$ cat src/rtl/augment_sequencer.sv
// Batch sequencer for the image augmentation engine: walks the input/output BRAM
// address windows image by image, checks pixel counts, watchdogs the engine and raises irq.
module augment_sequencer #(
    parameter int IMG_PIXELS     = 784,
    parameter int DRAIN_CYCLES   = 4,
    parameter int TIMEOUT_CYCLES = 65535
) (
    input  logic        clk,
    input  logic        reset,
    input  logic        batch_start,
    input  logic        batch_abort,
    input  logic        irq_clear,
    input  logic [15:0] num_images,
    input  logic [31:0] in_base,
    input  logic [31:0] out_base,
    input  logic [31:0] in_stride,
    input  logic [31:0] out_stride,
    output logic        eng_start,
    output logic        eng_interrupt,
    output logic [31:0] eng_in_base,
    output logic [31:0] eng_out_base,
    input  logic        eng_done,
    input  logic        pixel_valid,
    output logic        busy,
    output logic        batch_done,
    output logic [15:0] images_done,
    output logic [1:0]  err_code,
    output logic        irq
);

    typedef enum logic [2:0] {
        S_IDLE, S_LOAD, S_START, S_RUN, S_DRAIN, S_NEXT, S_DONE, S_ABORT
    } state_t;

    localparam logic [1:0] ERR_NONE     = 2'b00;
    localparam logic [1:0] ERR_PIXELS   = 2'b01;
    localparam logic [1:0] ERR_TIMEOUT  = 2'b10;
    localparam logic [1:0] ERR_ABORTED  = 2'b11;

    state_t      r_state;
    state_t      w_state_nxt;

    logic [15:0] r_num_images;
    logic [31:0] r_in_addr;
    logic [31:0] r_out_addr;
    logic [31:0] r_in_stride;
    logic [31:0] r_out_stride;
    logic [15:0] r_pix_cnt;
    logic [31:0] r_wdog;
    logic [31:0] r_drain_cnt;
    logic [15:0] r_images_done;
    logic [1:0]  r_err_code;
    logic        r_batch_done;
    logic        r_irq;

    logic        w_pix_inc;
    logic [15:0] w_pix_final;
    logic        w_timeout;
    logic        w_drain_last;
    logic [15:0] w_images_inc;

    assign w_pix_inc    = pixel_valid && (r_pix_cnt != 16'hFFFF);
    assign w_pix_final  = r_pix_cnt + {15'd0, w_pix_inc};
    assign w_timeout    = (r_wdog + 32'd1) >= 32'(TIMEOUT_CYCLES);
    assign w_drain_last = (r_drain_cnt + 32'd1) >= 32'(DRAIN_CYCLES);
    assign w_images_inc = r_images_done + 16'd1;

    // NOTE: sequential state uses non-blocking (<=); combinational logic uses blocking (=).
    always_ff @(posedge clk or negedge reset) begin
        if (!reset) r_state <= S_IDLE;
        else        r_state <= w_state_nxt;
    end

    // Abort outranks eng_done, which outranks the watchdog.
    always_comb begin
        // NOTE: default assigned first so no path leaves w_state_nxt unassigned (no latch).
        w_state_nxt = r_state;
        case (r_state)
            S_IDLE:  if (batch_start) w_state_nxt = S_LOAD;
            S_LOAD:  w_state_nxt = (num_images == 16'd0) ? S_DONE : S_START;
            S_START: w_state_nxt = batch_abort ? S_ABORT : S_RUN;
            S_RUN: begin
                if (batch_abort)   w_state_nxt = S_ABORT;
                else if (eng_done) w_state_nxt = S_DRAIN;
                else if (w_timeout) w_state_nxt = S_ABORT;
            end
            S_DRAIN: begin
                if (batch_abort)       w_state_nxt = S_ABORT;
                else if (w_drain_last) w_state_nxt = S_NEXT;
            end
            S_NEXT: begin
                if (batch_abort)                       w_state_nxt = S_ABORT;
                else if (w_images_inc == r_num_images) w_state_nxt = S_DONE;
                else                                   w_state_nxt = S_START;
            end
            S_DONE:  w_state_nxt = S_IDLE;
            S_ABORT: w_state_nxt = S_DONE;
            default: w_state_nxt = S_IDLE;
        endcase
    end

    always_ff @(posedge clk or negedge reset) begin
        if (!reset) begin
            r_num_images  <= '0;
            r_in_addr     <= '0;
            r_out_addr    <= '0;
            r_in_stride   <= '0;
            r_out_stride  <= '0;
            r_pix_cnt     <= '0;
            r_wdog        <= '0;
            r_drain_cnt   <= '0;
            r_images_done <= '0;
            r_err_code    <= ERR_NONE;
            r_batch_done  <= 1'b0;
            r_irq         <= 1'b0;
        end else begin
            r_batch_done <= (r_state == S_DONE);

            if (irq_clear)                          r_irq <= 1'b0;
            else if (r_state == S_DONE)             r_irq <= 1'b1;
            else if (r_state == S_IDLE && batch_start) r_irq <= 1'b0;

            case (r_state)
                S_IDLE: begin
                    if (batch_start) begin
                        r_images_done <= '0;
                        r_err_code    <= ERR_NONE;
                    end
                end
                S_LOAD: begin
                    r_num_images <= num_images;
                    r_in_addr    <= in_base;
                    r_out_addr   <= out_base;
                    r_in_stride  <= in_stride;
                    r_out_stride <= out_stride;
                end
                S_START: begin
                    r_pix_cnt <= '0;
                    r_wdog    <= '0;
                    if (batch_abort) r_err_code <= ERR_ABORTED;
                end
                S_RUN: begin
                    if (batch_abort) begin
                        r_err_code <= ERR_ABORTED;
                    end else begin
                        r_pix_cnt <= w_pix_final;
                        r_wdog    <= r_wdog + 32'd1;
                        if (eng_done) begin
                            r_drain_cnt <= '0;
                            if (w_pix_final != 16'(IMG_PIXELS) && r_err_code == ERR_NONE)
                                r_err_code <= ERR_PIXELS;
                        end else if (w_timeout) begin
                            r_err_code <= ERR_TIMEOUT;
                        end
                    end
                end
                S_DRAIN: begin
                    if (batch_abort) begin
                        r_err_code <= ERR_ABORTED;
                    end else begin
                        r_pix_cnt   <= w_pix_final;
                        r_drain_cnt <= r_drain_cnt + 32'd1;
                    end
                end
                S_NEXT: begin
                    if (batch_abort) begin
                        r_err_code <= ERR_ABORTED;
                    end else begin
                        r_images_done <= w_images_inc;
                        r_in_addr     <= r_in_addr + r_in_stride;
                        r_out_addr    <= r_out_addr + r_out_stride;
                    end
                end
                default: ;
            endcase
        end
    end

    assign eng_start     = (r_state == S_START);
    assign eng_interrupt = (r_state == S_ABORT);
    assign busy          = (r_state != S_IDLE);
    assign eng_in_base   = r_in_addr;
    assign eng_out_base  = r_out_addr;
    assign batch_done    = r_batch_done;
    assign images_done   = r_images_done;
    assign err_code      = r_err_code;
    assign irq           = r_irq;

endmodule

$ cat config.mk
export PLATFORM = sky130hd
export DESIGN_NAME = augment_sequencer
export DESIGN_NICKNAME = d
export VERILOG_FILES = /design/src/rtl/augment_sequencer.sv
export SDC_FILE = /design/constraint.sdc
export NUM_CORES = 1
export LEC_CHECK = 0
export BUFFER_PORTS_ARGS = -buffer_cell sky130_fd_sc_hd__buf_2
export CAP_MARGIN = 20
export CORE_ASPECT_RATIO = 0.8
export CORE_MARGIN = 2
export CORE_UTILIZATION = 58
export CTS_BUF_LIST = sky130_fd_sc_hd__clkbuf_4 sky130_fd_sc_hd__clkbuf_8 sky130_fd_sc_hd__clkbuf_16
export DETAILED_ROUTE_END_ITERATION = 6
export GPL_TIMING_DRIVEN = 1
export PLACE_DENSITY = 0.91
export RECOVER_POWER = 100
export SLEW_MARGIN = 30
export SYNTH_ARGS = -nofsm -noshare
export SYNTH_HDL_FRONTEND = slang
export SYNTH_SLANG_ARGS = --single-unit
$ cat constraint.sdc
create_clock -name clk -period 3.6 [get_ports clk]
set_input_delay 0.36 -clock clk [delete_from_list [all_inputs] [get_ports clk]]
set_output_delay 0.36 -clock clk [all_outputs]
set_load 0.1 [all_outputs]
==> implementation parameters <==
Parameter                              Value

CTS
  TritonCTS clock tree    yes
  Root Driver    clkbuf_16
  CTS HTree Levels    1
  Largest buffer count on any clock path    3
  Number of buffers created by CTS    27
  Total number of clock tree sinks    247
  Clk slew on worst S/H paths    0.06 ns
  Clock latency reported for the late side of the worst-skew pair    0.54 ns

Setup path
  R2R Path End    err_code[1]
  Start point of the critical path    r_pix_cnt[10]
  Setup slack of the worst register-to-register path    approximately 0.2 ns
  List of cells traversed by the critical path    nand3_2 -> nor2_4 -> nand3_1 -> o41a_1 -> ha_1 -> ha_1 -> clkbuf_2 -> nand3_1 -> nor3_1 -> xnor2_1 -> nor4_1 -> nand3_1 -> nor4_1 -> a21oi_1 -> o21a_4 -> mux2_4
  Crit start category    flip-flop
  Critical setup path kind    reg2reg
  Buffers and inverters on the worst path    1
  Biggest fanout along the worst timing path    5
  CP Depth    16
  Most frequent cell on the critical path    nand3_1
  Crit path max-delay cell type    dfrtp_1
  CP top delay family    simple AND/OR/NAND/NOR gates
  Crit-path max cell delay    ~0.41 ns
  Startpoint of the worst-slack reg-to-reg timing path    r_pix_cnt[10]
  Critical path data arrival time    approximately 3.8 ns
  Crit path to    err_code[1]
  CP endpoint kind    flip-flop
  Number of cells on the worst reg-to-reg path    16
  Required @ worst endpoint    approximately 4 ns

Floorplanning
  Floorplan die area    0.0286 mm²
  Number of placement rows    54
  Standard cell core area    0.0270 mm²
  Number of top-level pins    roughly 240
  Starting utilization of the core area    58.6%
  Die width    ~190 µm
  Die Height    between 150 and 200 µm

STA
  Min setup slack post-route    0.202 ns
  Worst Clk Skew    0.0157 ns
  Final hold violation count    0
  Worst hold slack after final layout    approximately 0.028 ns
  Final setup TNS    0 ns
  Relative slew slack    -83.8%
  Final critical-path share of the clock period    94.4%
  Unrepaired setup endpoints after global routing    no
  Peak Freq    between 200 and 300 MHz
  Shortest period the worst path allows    3.40 ns
  Finish-stage setup viols    0
  Worst slew pin tran    ~2.8 ns
  Pins Over Slew Limit    around 250

Synthesis
  Summed instance area of the synthesized netlist    0.0158 mm²
  Count of different cell masters after synthesis    79
  Count of warnings emitted by yosys    0
  Sequential share of the synthesized area    39.0%
  Syn avg cell area    9.07 µm²
  Number of synthesized register bits    between 200 and 250
  Number of enable flip-flop cells after synthesis    0
  Area share of the largest cell type after synthesis    around 39%
  Cell type with the largest total area after synthesis    dfrtp_1
  Mapped Cells    1745
  Synthesized net count    1967
  Share of synthesized registers carrying an async set or reset    100%
  Most instantiated flip-flop cell in the synthesis netlist    dfrtp_1
  Biggest area contributors in the synthesized netlist    dfrtp_1 (39%), o21ai_0 (7.3%), mux2_2 (5.8%)

Drt
  Number of optimization iterations in the first detailed-route pass    7
  Starting DRT DRC Count    1608
  Post-route DRC violation count    0
  Total wire length after detailed routing    about 45 mm
  Wire length per cell after detailed routing    19.1 µm
  Detailed-route via count    ~15000
  Average vias per placed instance    6.49
  Antenna-violating nets left    0

Place
  Total placed cells including tap cells    2277
  Number of I/O port buffers    between 200 and 250
  Post-DP HPWL    30.7 mm
  Routability congestion estimate from global placement    a little over 0.9
  Setup slack at placement    0.0807 ns

Outcome
  Failing checks    max-capacitance violations, max-slew violations
  Outcome    finished with violations

Layout
  Area of the multi-input gates    ~0.0092 mm²
  Filler cell count in the final layout    ~2100
  Ratio of cells with drive above 1 in the final layout    17.1%
  Area grow syn2layout    14.9%
  Number of nets at the end of the flow    2167
  Final instance count without filler cells    2336
  Register Area    0.00618 mm²

Global route
  Largest net degree at the start of global routing    143
  Total GRT Usage    29.7%
  Global route overflow    0
  Initial antenna violation count    3
  First-pass GRT wire length    70.5 mm
  Vias in the first global route    between 10000 and 15000

Power and ir drop
  Leakage power figure    7.77 nW
  Sum of internal, switching and leakage power    roughly 0.019 W
  Peak ir drop on the vdd network    0.986 mV
  Power density normalized to cell area    ~1100 mW/mm²

Job
  # Max-Cap Violations    2

Min path
  Class of the most critical hold timing path    in2reg
-- registers in the layout, indices dropped and copies added (netlist names) --
signal and count:
r_in_stride 32, r_drain_cnt 32, r_num_images 16, r_wdog 32, r_out_stride 32, batch_done 1, err_code 2, irq 1
eng_in_base 32, images_done 16, r_pix_cnt 16, r_state 3, eng_out_base 32
-- placed cells by master (no fill, tap or decap), types with 7 or more instances in the layout --
master,instances
a22oi_1,49
buf_4,14
mux2i_1,12
diode_2,8
a21oi_1,106
nand4_1,39
buf_2,149
a21o_1,24
or2_2,8
clkbuf_16,27
nor2_1,99
nand2_1,132
o31ai_1,37
and3_1,22
a211oi_1,12
xor2_1,31
and4_1,11
o21a_1,13
o21ai_0,233
nand2b_1,20
o21bai_1,8
inv_1,33
xnor2_1,54
mux2_2,80
clkbuf_4,9
clkbuf_1,93
ha_1,69
nand3_1,61
nor3_1,30
dfrtp_1,247
or3_1,9
nor2b_1,19
o211ai_1,7
and2_1,15
nor4_1,20
o22ai_1,8
o41ai_1,12
a31oi_1,31
-- cell type report --
type	count	area share, %
Antenna cell	8	0.110
Clock buffer	37	4.23
Clock inverter	11	1.00
Inverter	33	0.681
Multi-Input combinational cell	1369	50.3
Sequential cell	247	34.0
Tap cell	364	2.50
Timing Repair Buffer	267	7.15
-- kinds of logic after synthesis --
family,synth area share [%]
compound gates,23.5
xor+xnor,4.70
fa+ha+maj,5.71
buf+inv,3.25
flops,39.0
mux,6.71
simple gates,17.1
-- report_power, final --
| part | internal (W) | leakage (nW) | total (W) | switching (W) |
|---|---|---|---|---|
| Sequential | 0.00371 | 3.14 | 0.00455 | 0.000837 |
| Clock | 0.00185 | 0.477 | 0.00301 | 0.00116 |
| Combinational | 0.00376 | 4.15 | 0.0115 | 0.00778 |
-- timing repair --
item                                   CTS  global route
setup buffers                            0             1
endpoints found under the hold margin  105             0
setup endpoints to repair                0             2
hold buffers                             2             0
gates resized for setup                  0             3
-- tightest hold or removal path, stage by stage --
cell and delay, ns:
buf_2 0.07, nand2_1 0.04, nand2_1 0.05
-- cell usage after synthesis, types with 9 or more instances --
library cell,n
a211oi_1,12
a21o_1,24
a21oi_1,106
a22oi_1,49
a31oi_1,31
and2_1,16
and3_1,22
and4_1,11
buf_2,14
clkbuf_1,73
dfrtp_1,247
ha_1,69
inv_1,33
mux2_2,81
mux2i_1,12
nand2_1,132
nand2b_1,20
nand3_1,63
nand4_1,39
nor2_1,100
nor2b_1,19
nor3_1,30
nor4_1,20
o21a_1,13
o21ai_0,232
o31ai_1,37
o41ai_1,12
or3_1,9
xnor2_1,54
xor2_1,31
-- how the worst min path moves through the flow --
stage	start	end	slack (ns)	cells after the start
6_report	in_base[3]	eng_in_base[3]	0.03	3
3_3_place_gp	reset	r_out_stride[9]	0.49	1
3_5_place_dp	reset	r_out_stride[6]	0.49	1
5_1_grt	in_base[3]	eng_in_base[3]	0.04	3
2_1_floorplan	reset	batch_done	0.06	0
4_1_cts	in_base[3]	eng_in_base[3]	0.02	3
-- per-stage QoR --
stage,cell area (µm²),util [%]
3_3_place_gp,17400,64.2
4_1_cts,18300,67.8
2_1_floorplan,15800,-
6_report,18200,67.3
3_5_place_dp,17400,64.2
5_1_grt,18200,67.2
-- routing by layer --
layer | GRT usage, % | up-vias | share of wire [%]
li1 | - | 6963 | -
met1 | 39.8 | 7257 | 42
met2 | 47.6 | 784 | 46
met3 | 4.91 | 161 | 7.8
met4 | 13.9 | 0 | 4.6
met5 | 0 | - | 0
No activity file was read; power rests on OpenSTA's default activity.
